File: src/rtl/line_clear_ctrl.sv
`default_nettype none
// ============================================================================
//  Module      : line_clear_ctrl
//  Description : Playfield line-clear sequencer. Finds full rows after a lock
//                and strobes per-row shift-down into the memcell array.
//  Revision    : 1.0 - initial release
// ============================================================================
module line_clear_ctrl #(
    parameter  int WIDTH  = 10,
    parameter  int HEIGHT = 20,
    localparam int CW     = $clog2(HEIGHT + 1)
) (
    input  logic                      clk,
    input  logic                      reset,
    input  logic                      start,
    input  logic [WIDTH*HEIGHT-1:0]   cell_occ,
    output logic [HEIGHT-1:0]         advance,
    output logic                      busy,
    output logic                      done,
    output logic [CW-1:0]             lines_cleared
);

    localparam int KW = (HEIGHT > 1) ? $clog2(HEIGHT) : 1;
    localparam logic [CW-1:0] c_count_max = CW'(HEIGHT);

    typedef enum logic [1:0] {
        S_IDLE  = 2'd0,
        S_SCAN  = 2'd1,
        S_SHIFT = 2'd2,
        S_DONE  = 2'd3
    } state_t;

    state_t              r_state;
    logic [HEIGHT-1:0]   r_advance;
    logic                r_busy;
    logic                r_done;
    logic [CW-1:0]       r_lines;
    logic [CW-1:0]       r_count;

    logic [HEIGHT-1:0]   w_full;
    logic [HEIGHT-1:0]   w_mask;
    logic                w_found;
    logic [KW-1:0]       w_k;

    generate
        for (genvar r = 0; r < HEIGHT; r++) begin : g_row
            assign w_full[r] = &cell_occ[r*WIDTH +: WIDTH];
            // Every row at or above the lowest full row pulls from the row above it.
            assign w_mask[r] = (KW'(r) <= w_k);
        end
    endgenerate

    // Lowest full row on screen = highest row index; later matches win.
    always_comb begin
        w_found = 1'b0;
        w_k     = '0;
        for (int r = 0; r < HEIGHT; r++) begin
            if (w_full[r]) begin
                w_found = 1'b1;
                w_k     = KW'(r);
            end
        end
    end

    always_ff @(posedge clk) begin
        if (!reset) begin
            r_state   <= S_IDLE;
            r_advance <= '0;
            r_busy    <= 1'b0;
            r_done    <= 1'b0;
            r_lines   <= '0;
            r_count   <= '0;
        end else begin
            case (r_state)
                S_IDLE: begin
                    if (start) begin
                        r_state <= S_SCAN;
                        r_busy  <= 1'b1;
                        r_count <= '0;
                    end
                end
                S_SCAN: begin
                    if (!w_found || (r_count == c_count_max)) begin
                        r_state <= S_DONE;
                        r_done  <= 1'b1;
                        r_lines <= r_count;
                    end else begin
                        r_state   <= S_SHIFT;
                        r_advance <= w_mask;
                        r_count   <= r_count + CW'(1);
                    end
                end
                S_SHIFT: begin
                    // Cells move on this closing edge; the next SCAN sees the new board.
                    r_state   <= S_SCAN;
                    r_advance <= '0;
                end
                S_DONE: begin
                    r_state <= S_IDLE;
                    r_done  <= 1'b0;
                    r_busy  <= 1'b0;
                end
                default: begin
                    r_state   <= S_IDLE;
                    r_advance <= '0;
                    r_done    <= 1'b0;
                    r_busy    <= 1'b0;
                end
            endcase
        end
    end

    assign advance       = r_advance;
    assign busy          = r_busy;
    assign done          = r_done;
    assign lines_cleared = r_lines;

endmodule
`default_nettype wire
File: config.mk
export PLATFORM = sky130hd
export DESIGN_NAME = line_clear_ctrl
export DESIGN_NICKNAME = d
export VERILOG_FILES = /design/src/rtl/line_clear_ctrl.sv
export SDC_FILE = /design/constraint.sdc
export NUM_CORES = 1
export LEC_CHECK = 0
export BUFFER_PORTS_ARGS = -buffer_cell sky130_fd_sc_hd__buf_2
export CORE_AREA = 2 2 90 92
export DETAILED_ROUTE_END_ITERATION = 10
export DIE_AREA = 0 0 92 94
export GPL_TIMING_DRIVEN = 0
export HOLD_SLACK_MARGIN = 0.15
export MAX_ROUTING_LAYER = met4
export PLACE_DENSITY_LB_ADDON = 0.3
export SLEW_MARGIN = 20
export SYNTH_ARGS = -nofsm -noshare
export SYNTH_HDL_FRONTEND = slang
export SYNTH_SLANG_ARGS = --single-unit
File: constraint.sdc
create_clock -name clk -period 5.42 [get_ports clk]
set_clock_uncertainty 0.1 [all_clocks]
set_input_delay 1.626 -clock clk [delete_from_list [all_inputs] [get_ports clk]]
set_output_delay 1.626 -clock clk [all_outputs]
set_load 0.05 [all_outputs]
==> metrics.txt <==
Initial Utilization 0.3122; Synth Warn # 0; post-synthesis instance area 2375 um2; CP Launch Type input port; synth cell count leaders nand2_1 (63), nand4_1 (39), dfxtp_1 (34), a21oi_1 (27), nor2_1 (15); share of layout cells above drive strength 1 0.4719; DRC 0; Synth Flop Type dfxtp_1; Antenna Nets Post-Route 0; Slew Limit Headroom 0.5055; Non-Filler Instances 653; clock sink count 34; Pwr Density 219.3 nW/um2; Final Cell Area 3781 um2; share of the synthesized area in the top cell type 0.2866; Syn Inst Count 315; CTS tree yes; hold depth 2; Ports 230; Clk Tree Root Cell clkbuf_8; r2r worst-path depth 7; multi-input combinational cell area 1602 um2; Post-Synth Adder-Cell Area 0.03161; CTS Hold Buffers Added 0; largest family of logic cells by synthesized area simple AND/OR/NAND/NOR gates; initial antenna violation count 0; first-pass GRT wire length 14.84 mm; Min-Delay Path Class reg2reg; Mapped Nets 524; DR iter-0 viols 158; synth-to-layout area growth 59.22%; maximum vdd drop 0.0001284 V; Total GRT Usage 0.2185; worst r2r src r_count[0]; number of H-tree levels 2; Setup crit end advance[3]; mux cell area share after synthesis 0.02107; Die Width 92 um; Placer Congestion 0.8742; Post-CTS Resized 0; number of flops mapped to enable cells by yosys 0; Area after DPL 3643 um2; Worst Hold Launch advance[6]; Leakage 1.795 nW; critical path data required time 5.54 ns; Reg clk slew, reported paths 0.08 ns; antenna cells 0; Synth cell types 54; XOR/XNOR share of the synthesized area 0; flop-to-flop setup slack 3.27 ns; latest clock arrival within the worst-skew pair 0.29 ns; post-CTS setup buffer count 0; Detail Placement HPWL 7.957 mm; Tightest Pin Transition 0.7350 ns; final WL 9.185 mm; fill count 771; DIE AREA 8648 um2; via/cell ratio 5.078; critical path type in2reg; Setup TNS 0 ns; drt pass-1 iters 4; cell taking the most area after synthesis dfxtp_1; Max Cap Viol 0; core area 7607 um2; WL/cell 14.07 um; Post-synth ARST share 0; num rows 32; routed via count 3316; register bit total from synthesis 34; final worst-path cycle share 0.6604; Final Setup Violations 0; crit-path max FO 10; Buffers on Ports 228; Syn Area/Cell 7.539 um2; fin. max-slew vios 0; compound-cell area share of the yosys netlist 0.1981; Placed Instances 645; most numerous cell in the Yosys netlist nand2_1; Storage cell area 680.7 um2; vias in the first global route 3262; RSZ-0062 raised after global routing false; simple-gate share of the synthesized area 0.4236; global route overflow 0; Final nets 759; final hold violation count 0; RR Endpoint advance[3]; post-layout min period 3.579 ns; status completed; upper clock frequency limit 279.4 MHz; Die H 94 um; largest net degree at the start of global routing 13; ranking of synthesized cells by area dfxtp_1 (29%), nand4_1 (10%), nand2_1 (10%); Setup crit start cell_occ[93]; Max clock buf depth 2; worst path arrival time 3.70 ns; final core occ 0.4970; Setup crit end kind register; sequential share of the synthesized area 0.2866; CTS Buf Count 5
## logic make-up (layout without fill, tap and decap cells)
logic type | Yosys count | after routing
DFF | 34 | 34
and+or+nand+nor | 181 | 181
AOI/OAI and AO/OA | 72 | 72
buffers and inverters | 17 | 253
adders and majority gates | 6 | 6
muxes | 5 | 5
## sequential cells by signal (all words and copies together) (netlist names)
name / count
r_count: 5
lines_cleared: 5
busy: 1
done: 1
r_state: 2
advance: 20
## per-layer routing
metal	GRT usage	routed length, um	up-vias
met5	-	0	-
met4	0.07090	191	0
met3	0.03291	646	18
met2	0.3683	4478	134
met1	0.2703	3868	1484
li1	-	-	1680
## critical path, cell delays in order
cell	delay, ns
buf_2	0.10
nand4_1	0.10
nor4_1	0.08
nor4_1	0.66
nand4_1	0.29
o21ai_1	0.22
buf_2	0.23
buf_6	0.17
nand2_1	0.07
a31oi_1	0.15
## cells in the final DEF, fill, tap and decap left out, types with 4 or more instances in the layout
| cell | n |
|---|---|
| a21oi_1 | 27 |
| a22oi_1 | 4 |
| buf_2 | 231 |
| clkbuf_8 | 6 |
| dfxtp_1 | 34 |
| ha_1 | 6 |
| inv_1 | 6 |
| mux2i_1 | 5 |
| nand2_1 | 63 |
| nand2b_1 | 6 |
| nand3_1 | 7 |
| nand4_1 | 39 |
| nor2_1 | 15 |
| nor3_1 | 7 |
| nor3_2 | 6 |
| nor4_1 | 10 |
| o211ai_1 | 4 |
| o21ai_0 | 8 |
| or3_1 | 6 |
| or4_1 | 9 |
## final cells by class
cell class	count	area share
sequential	34	0.1800
inverter	7	0.006949
multi-input combinational	264	0.4236
timing repair buffer	228	0.3018
clock inverter	3	0.01820
tap	102	0.03375
clock buffer	5	0.01820
buffer	10	0.01754
## metrics by stage
| stage | power [mW] | hold slack, ns | setup slack [ns] |
|---|---|---|---|
| after detailed placement | 0.5512 | 0.3439 | 1.547 |
| after floorplan | 0.4374 | 0.3518 | 1.942 |
| after global routing | 0.8787 | 0.3671 | 1.597 |
| final | 0.8291 | 0.3509 | 1.841 |
| after global placement | 0.5438 | 0.3385 | 1.591 |
| after CTS | 0.8310 | 0.3545 | 1.845 |
## how the worst min path moves through the flow
stage                            end  slack (ns)
after CTS                 advance[4]        0.35
final                     advance[6]        0.35
after detailed placement  advance[4]        0.34
after global routing      advance[6]        0.37
after global placement    advance[8]        0.34
after floorplan           r_count[4]        0.35
## where the power goes
part           leakage (nW)  switching (mW)  internal (mW)
Sequential            0.275          0.0110          0.264
Combinational          1.45           0.159          0.113
Clock                0.0683          0.0969          0.184
Note: power is estimated with default switching activity, not from simulation.
